**src/rtl/sm4_req_arb_pkg.sv**
```systemverilog
// sm4_pkg: shared constants and FSM state type for the SM4 request arbiter.
package sm4_pkg;

  localparam int unsigned SM4_BLK_W = 128;
  localparam int unsigned SM4_TMO_W = 8;

  typedef enum logic [1:0] {
    ST_IDLE,
    ST_ISSUE,
    ST_WAIT,
    ST_RESP
  } sm4_state_e;

endpackage

```
**src/rtl/sm4_req_arb_if.sv**
```systemverilog
// sm4_req_arb_if: requester-side request/response handshakes plus the
// start/done link to the shared SM4 core. slave = arbiter, master = the
// environment (requesters and core).
interface sm4_req_arb_if;
  import sm4_pkg::*;

  logic [1:0]             req_valid;
  logic [1:0]             req_ready;
  logic [2*SM4_BLK_W-1:0] req_data;
  logic [1:0]             req_dec;
  logic [1:0]             rsp_valid;
  logic [1:0]             rsp_ready;
  logic [SM4_BLK_W-1:0]   rsp_data;
  logic                   core_start;
  logic                   core_dec;
  logic [SM4_BLK_W-1:0]   core_din;
  logic                   core_done;
  logic [SM4_BLK_W-1:0]   core_dout;

  modport slave (
    input  req_valid, req_data, req_dec, rsp_ready, core_done, core_dout,
    output req_ready, rsp_valid, rsp_data, core_start, core_dec, core_din
  );

  modport master (
    output req_valid, req_data, req_dec, rsp_ready, core_done, core_dout,
    input  req_ready, rsp_valid, rsp_data, core_start, core_dec, core_din
  );

endinterface

```
**src/rtl/sm4_rr_arb.sv**
```systemverilog
// sm4_rr_arb: 2-way combinational grant.
// SM4_ARB_RR_EN defined   -> round-robin with a one-bit pointer register.
// SM4_ARB_RR_EN undefined -> fixed priority, requester 0 wins ties.
module sm4_rr_arb (
  input  logic       clk,
  input  logic       rst,
  input  logic [1:0] req,
  input  logic       advance,
  input  logic       last_owner,
  output logic [1:0] grant
);

`ifdef SM4_ARB_RR_EN
  logic ptr;

  // Pointer names the tie winner; it moves past whoever was just served.
  always_ff @(posedge clk) begin
    if (rst) begin
      ptr <= 1'b0;
    end else if (advance) begin
      ptr <= ~last_owner;
    end
  end

  // Grant the pointed-to requester if it asks, otherwise the other one.
  always_comb begin
    grant = '0;
    if (req[ptr]) begin
      grant[ptr] = 1'b1;
    end else if (req[~ptr]) begin
      grant[~ptr] = 1'b1;
    end
  end
`else
  logic unused_rr;
  assign unused_rr = ^{clk, rst, advance, last_owner};

  // Requester 0 always wins a tie.
  always_comb begin
    grant = '0;
    if (req[0]) begin
      grant = 2'b01;
    end else if (req[1]) begin
      grant = 2'b10;
    end
  end
`endif

endmodule

```
**src/rtl/sm4_req_arb.sv**
```systemverilog
// sm4_req_arb: shares one SM4 core between two requesters, one operation
// outstanding at a time, with a WAIT-state timeout that sets a sticky err.
// Arbitration policy selected by macro SM4_ARB_RR_EN (see sm4_rr_arb).
module sm4_req_arb
  import sm4_pkg::*;
#(
  parameter int unsigned TIMEOUT = 64
) (
  input  logic         clk,
  input  logic         rst,
  input  logic         key_ready,
  sm4_req_arb_if.slave bus,
  output logic         busy,
  output logic         err
);

  localparam logic [SM4_TMO_W-1:0] TMO_LAST = SM4_TMO_W'(TIMEOUT - 1);

  sm4_state_e           state;
  sm4_state_e           state_n;
  logic [SM4_TMO_W-1:0] cnt;
  logic                 owner;
  logic [1:0]           grant;
  logic                 accept;
  logic                 done_ok;
  logic                 timeout;
  logic                 rsp_taken;
  logic [SM4_BLK_W-1:0] sel_data;
  logic                 sel_dec;

  sm4_rr_arb u_arb (
    .clk        (clk),
    .rst        (rst),
    .req        (bus.req_valid),
    .advance    (rsp_taken | timeout),
    .last_owner (owner),
    .grant      (grant)
  );

  assign sel_data = grant[1] ? bus.req_data[2*SM4_BLK_W-1:SM4_BLK_W]
                             : bus.req_data[SM4_BLK_W-1:0];
  assign sel_dec  = grant[1] ? bus.req_dec[1] : bus.req_dec[0];
  assign busy     = (state != ST_IDLE);

  // State register.
  always_ff @(posedge clk) begin
    if (rst) begin
      state <= ST_IDLE;
    end else begin
      state <= state_n;
    end
  end

  // Next state and handshake outputs.
  always_comb begin
    state_n        = state;
    accept         = 1'b0;
    done_ok        = 1'b0;
    timeout        = 1'b0;
    rsp_taken      = 1'b0;
    bus.req_ready  = '0;
    bus.rsp_valid  = '0;
    bus.core_start = 1'b0;
    unique case (state)
      ST_IDLE: begin
        if (!rst && key_ready && (bus.req_valid != 2'b00)) begin
          bus.req_ready = grant;
          accept        = 1'b1;
          state_n       = ST_ISSUE;
        end
      end
      ST_ISSUE: begin
        bus.core_start = 1'b1;
        state_n        = ST_WAIT;
      end
      ST_WAIT: begin
        // done wins over the last counted cycle, so a completion that lands
        // exactly on the timeout boundary is still a completion.
        if (bus.core_done) begin
          done_ok = 1'b1;
          state_n = ST_RESP;
        end else if (cnt == TMO_LAST) begin
          timeout = 1'b1;
          state_n = ST_IDLE;
        end
      end
      ST_RESP: begin
        bus.rsp_valid = owner ? 2'b10 : 2'b01;
        if (bus.rsp_ready[owner]) begin
          rsp_taken = 1'b1;
          state_n   = ST_IDLE;
        end
      end
      default: state_n = ST_IDLE;
    endcase
  end

  // Latched request, WAIT counter, response data and sticky error.
  always_ff @(posedge clk) begin
    if (rst) begin
      owner        <= 1'b0;
      bus.core_din <= '0;
      bus.core_dec <= 1'b0;
      bus.rsp_data <= '0;
      cnt          <= '0;
      err          <= 1'b0;
    end else begin
      if (accept) begin
        owner        <= grant[1];
        bus.core_din <= sel_data;
        bus.core_dec <= sel_dec;
      end
      if (state == ST_ISSUE) begin
        cnt <= '0;
      end else if (state == ST_WAIT) begin
        cnt <= cnt + SM4_TMO_W'(1);
      end
      if (done_ok) begin
        bus.rsp_data <= bus.core_dout;
      end
      if (timeout) begin
        err <= 1'b1;
      end
    end
  end

endmodule
```
**src/flat_wrapper.sv**
```systemverilog
// flat-port wrapper written by rule: the top's interface ports become plain ports
module sm4_req_arb_flat import sm4_pkg::*;
#(
  parameter int unsigned TIMEOUT = 64
)
  (clk, rst, key_ready, busy, err, bus_req_valid, bus_req_data, bus_req_dec, bus_rsp_ready, bus_core_done, bus_core_dout, bus_req_ready, bus_rsp_valid, bus_rsp_data, bus_core_start, bus_core_dec, bus_core_din);
  sm4_req_arb_if bus_i ();
  input  logic clk;
  input  logic rst;
  input  logic key_ready;
  output logic busy;
  output logic err;
  input wire logic [$bits(bus_i.req_valid)-1:0] bus_req_valid;
  input wire logic [$bits(bus_i.req_data)-1:0] bus_req_data;
  input wire logic [$bits(bus_i.req_dec)-1:0] bus_req_dec;
  input wire logic [$bits(bus_i.rsp_ready)-1:0] bus_rsp_ready;
  input wire logic [$bits(bus_i.core_done)-1:0] bus_core_done;
  input wire logic [$bits(bus_i.core_dout)-1:0] bus_core_dout;
  output wire logic [$bits(bus_i.req_ready)-1:0] bus_req_ready;
  output wire logic [$bits(bus_i.rsp_valid)-1:0] bus_rsp_valid;
  output wire logic [$bits(bus_i.rsp_data)-1:0] bus_rsp_data;
  output wire logic [$bits(bus_i.core_start)-1:0] bus_core_start;
  output wire logic [$bits(bus_i.core_dec)-1:0] bus_core_dec;
  output wire logic [$bits(bus_i.core_din)-1:0] bus_core_din;
  assign bus_i.req_valid = bus_req_valid;
  assign bus_i.req_data = bus_req_data;
  assign bus_i.req_dec = bus_req_dec;
  assign bus_i.rsp_ready = bus_rsp_ready;
  assign bus_i.core_done = bus_core_done;
  assign bus_i.core_dout = bus_core_dout;
  assign bus_req_ready = bus_i.req_ready;
  assign bus_rsp_valid = bus_i.rsp_valid;
  assign bus_rsp_data = bus_i.rsp_data;
  assign bus_core_start = bus_i.core_start;
  assign bus_core_dec = bus_i.core_dec;
  assign bus_core_din = bus_i.core_din;
  sm4_req_arb #(.TIMEOUT(TIMEOUT)) u_core (.clk(clk), .rst(rst), .key_ready(key_ready), .bus(bus_i), .busy(busy), .err(err));
endmodule
```
**config.mk**
```make
export PLATFORM = sky130hd
export DESIGN_NAME = sm4_req_arb_flat
export DESIGN_NICKNAME = d
export VERILOG_FILES = /design/src/rtl/sm4_req_arb_pkg.sv /design/src/rtl/sm4_req_arb_if.sv /design/src/rtl/sm4_rr_arb.sv /design/src/rtl/sm4_req_arb.sv /design/src/flat_wrapper.sv
export SDC_FILE = /design/constraint.sdc
export NUM_CORES = 1
export LEC_CHECK = 0
export ABC_CLOCK_PERIOD_IN_PS = 1800
export BUFFER_PORTS_ARGS = -buffer_cell sky130_fd_sc_hd__buf_2
export CAP_MARGIN = 15
export CORE_AREA = 5 5 252 254
export DETAILED_ROUTE_END_ITERATION = 8
export DIE_AREA = 0 0 257 259
export MAX_ROUTING_LAYER = met4
export PLACE_DENSITY = 0.43
export SLEW_MARGIN = 20
export SYNTH_ARGS = -nofsm -noshare
export SYNTH_HDL_FRONTEND = slang
export SYNTH_HIERARCHICAL = 1
export SYNTH_SLANG_ARGS = --single-unit
export TNS_END_PERCENT = 20
```
**constraint.sdc**
```tcl
create_clock -name clk -period 1.8 [get_ports clk]
set_clock_uncertainty 0.2 [all_clocks]
set_input_delay 0.09 -clock clk [delete_from_list [all_inputs] [get_ports clk]]
set_output_delay 0.09 -clock clk [all_outputs]
set_load 0.02 [all_outputs]
```
==> metrics <==
Final Hold Fails 0; Die Width 257 um; Worst Path Max Fanout 7; CTS tree done; DP Cell Count 2658; maximum clock path buffer count 3; Starting Density 19.1%; Final Util 36.2%; Pleak 9.42 nW; RSZ-0062 raised after global routing true; Slew @ Worst Pin 0.978 ns; final instance area 0.0221 mm2; cell area after synthesis 0.0117 mm2; post-route antenna net violation count 0; Largest delay share family, worst path buffers and inverters; Critical Path Start Type flop; Crit path arrival time 1.62 ns; area delta synth->final 88.9%; H-tree Lvls 1; Total Power 16.8 mW; final setup margin -0.111 ns; DRC 0; Pwr Density 759 mW/mm2; critical path depth 5; Worst-path clk slew 0.06 ns; worst setup path end bus_core_start; total track usage 15.1%; routed vias 13800; final setup violation count 6; DRT Wirelength 54400 um; r2r startpoint u_core/state[0]; Inserted Clock Buffers 31; clock root cell clkbuf_16; Final min period 1.91 ns; CORE AREA 0.0610 mm2; first-pass GRT wire length 80700 um; Clk Latency, worst-skew pair 0.58 ns; max incr delay on CP 0.35 ns; Gate Count Post-Synth 1247; Worst Path Required 1.51 ns; I/O pins 658; Critical Path Sink Type primary output; Syn Nets 1642; layout cell share with drive strength beyond 1 42.4%; vias in the first global route 14500; CP startpoint u_core/state[1]; I/O Buffers 657; max-slew violation count 0; worst min-delay path startpoint rst; r2r setup slk -0.02 ns; CP bufs+invs 4; Peak Freq 523 MHz; antenna violations before repair 6; slowest CP cell dfxtp_2; VDD IR max 0.606 mV; vias per inst 4.38; FF-to-FF path depth 8; Chip Height 259 um; hold slack final 0.0643 ns; gr ovfl total 0; status complete, but fails checks; clock sinks 269; dpl ws 0.00596 ns; DRT Pass-1 Iters 5; initial DRC count 523; dpl hpwl 37700 um; synth warn 6; CP Cell Sequence buf_6, buf_4, nand2b_1, inv_2, buf_8; Reg-to-Reg End u_core/bus.rsp_data[17]; Setup Crit Path Kind flop to primary output; DR WL/cell 17.3 um; setup TNS -0.226 ns; largest net degree at the start of global routing 87; fin nets 2718; row count 91; Syn Area/Cell 9.37 um2; Finished Layout Cells 3142; Slew headroom 34.6%; RePlAce Congestion 0.856; area post-placement 0.0164 mm2; Die ar. 0.0666 mm2; failing checks negative setup slack; max_cap viols 0; fin crit share 106%; min-delay worst type input port to flop
[worst reg2reg max path: stages, from the launching register on]
cell       delay [ns]
dfxtp_4          0.36
buf_6            0.12
buf_6            0.11
and3b_4          0.32
buf_12           0.13
clkbuf_16        0.18
buf_6            0.12
nand2_1          0.05
a21oi_1          0.13
[cell usage in the layout, fill, tap and decap left out, drive strengths merged, types with 3 or more instances in the layout]
cell,n
o31ai,4
mux2i,131
diode,6
clkbuf,60
nor2,6
o21ai,3
a211oi,134
a31oi,130
dfxtp,269
nor2b,4
nand3,4
a21oi,134
buf,776
inv,10
or4,5
nand2,259
dlygate4sd3,397
[flip-flops by register name (all words and copies together), names as in the netlist]
| register | count |
|---|---|
| u_core/state | 2 |
| u_core/bus.core_din | 128 |
| u_core/err | 1 |
| u_core/bus.rsp_data | 128 |
| u_core/cnt | 8 |
| u_core/owner | 1 |
| u_core/bus.core_dec | 1 |
[where the power goes]
group          internal, mW  switching (mW)
sequential             6.28           0.171
combinational          2.04            2.03
clock                  3.68            2.55
total                  12.0            4.75
[routing by layer]
layer	vias up	wire length, um	share of wire, %	global-route usage [%]
met1	6482	21300	39	16.6
met4	0	2110	3.9	5.55
met3	99	3610	6.6	3.64
li1	6671	-	-	-
met2	521	27400	50	26.8
met5	-	0	0	-
[cell type report]
cell class / count / area [um2]
fill: 6176 / 39000
multi-input combinational: 833 / 5830
clock buffer: 54 / 992
inverter: 9 / 33.8
tap: 790 / 988
antenna: 6 / 15.0
timing repair buffer: 1179 / 8810
clock inverter: 2 / 13.8
sequential: 269 / 5390
[what timing repair did]
item                       CTS  global route
hold buffers               395             4
resized for setup           25            78
setup endpoints to repair    8           163
pin swaps                    5            11
setup buffers                6            14
cloned                       0             6
hold endpoints to repair   267           175
[worst min-delay path by stage]
stage | cells past startpoint | end | slack, ns
after global routing | 6 | u_core/owner | 0.07
after CTS | 3 | u_core/bus.core_din[51] | -0.18
after floorplan | 2 | u_core/bus.rsp_data[92] | 0.03
after global placement | 3 | u_core/bus.rsp_data[104] | 0.13
after detailed placement | 3 | u_core/bus.rsp_data[77] | 0.14
final | 6 | u_core/owner | 0.06
No activity file was read; power rests on OpenSTA's default activity.
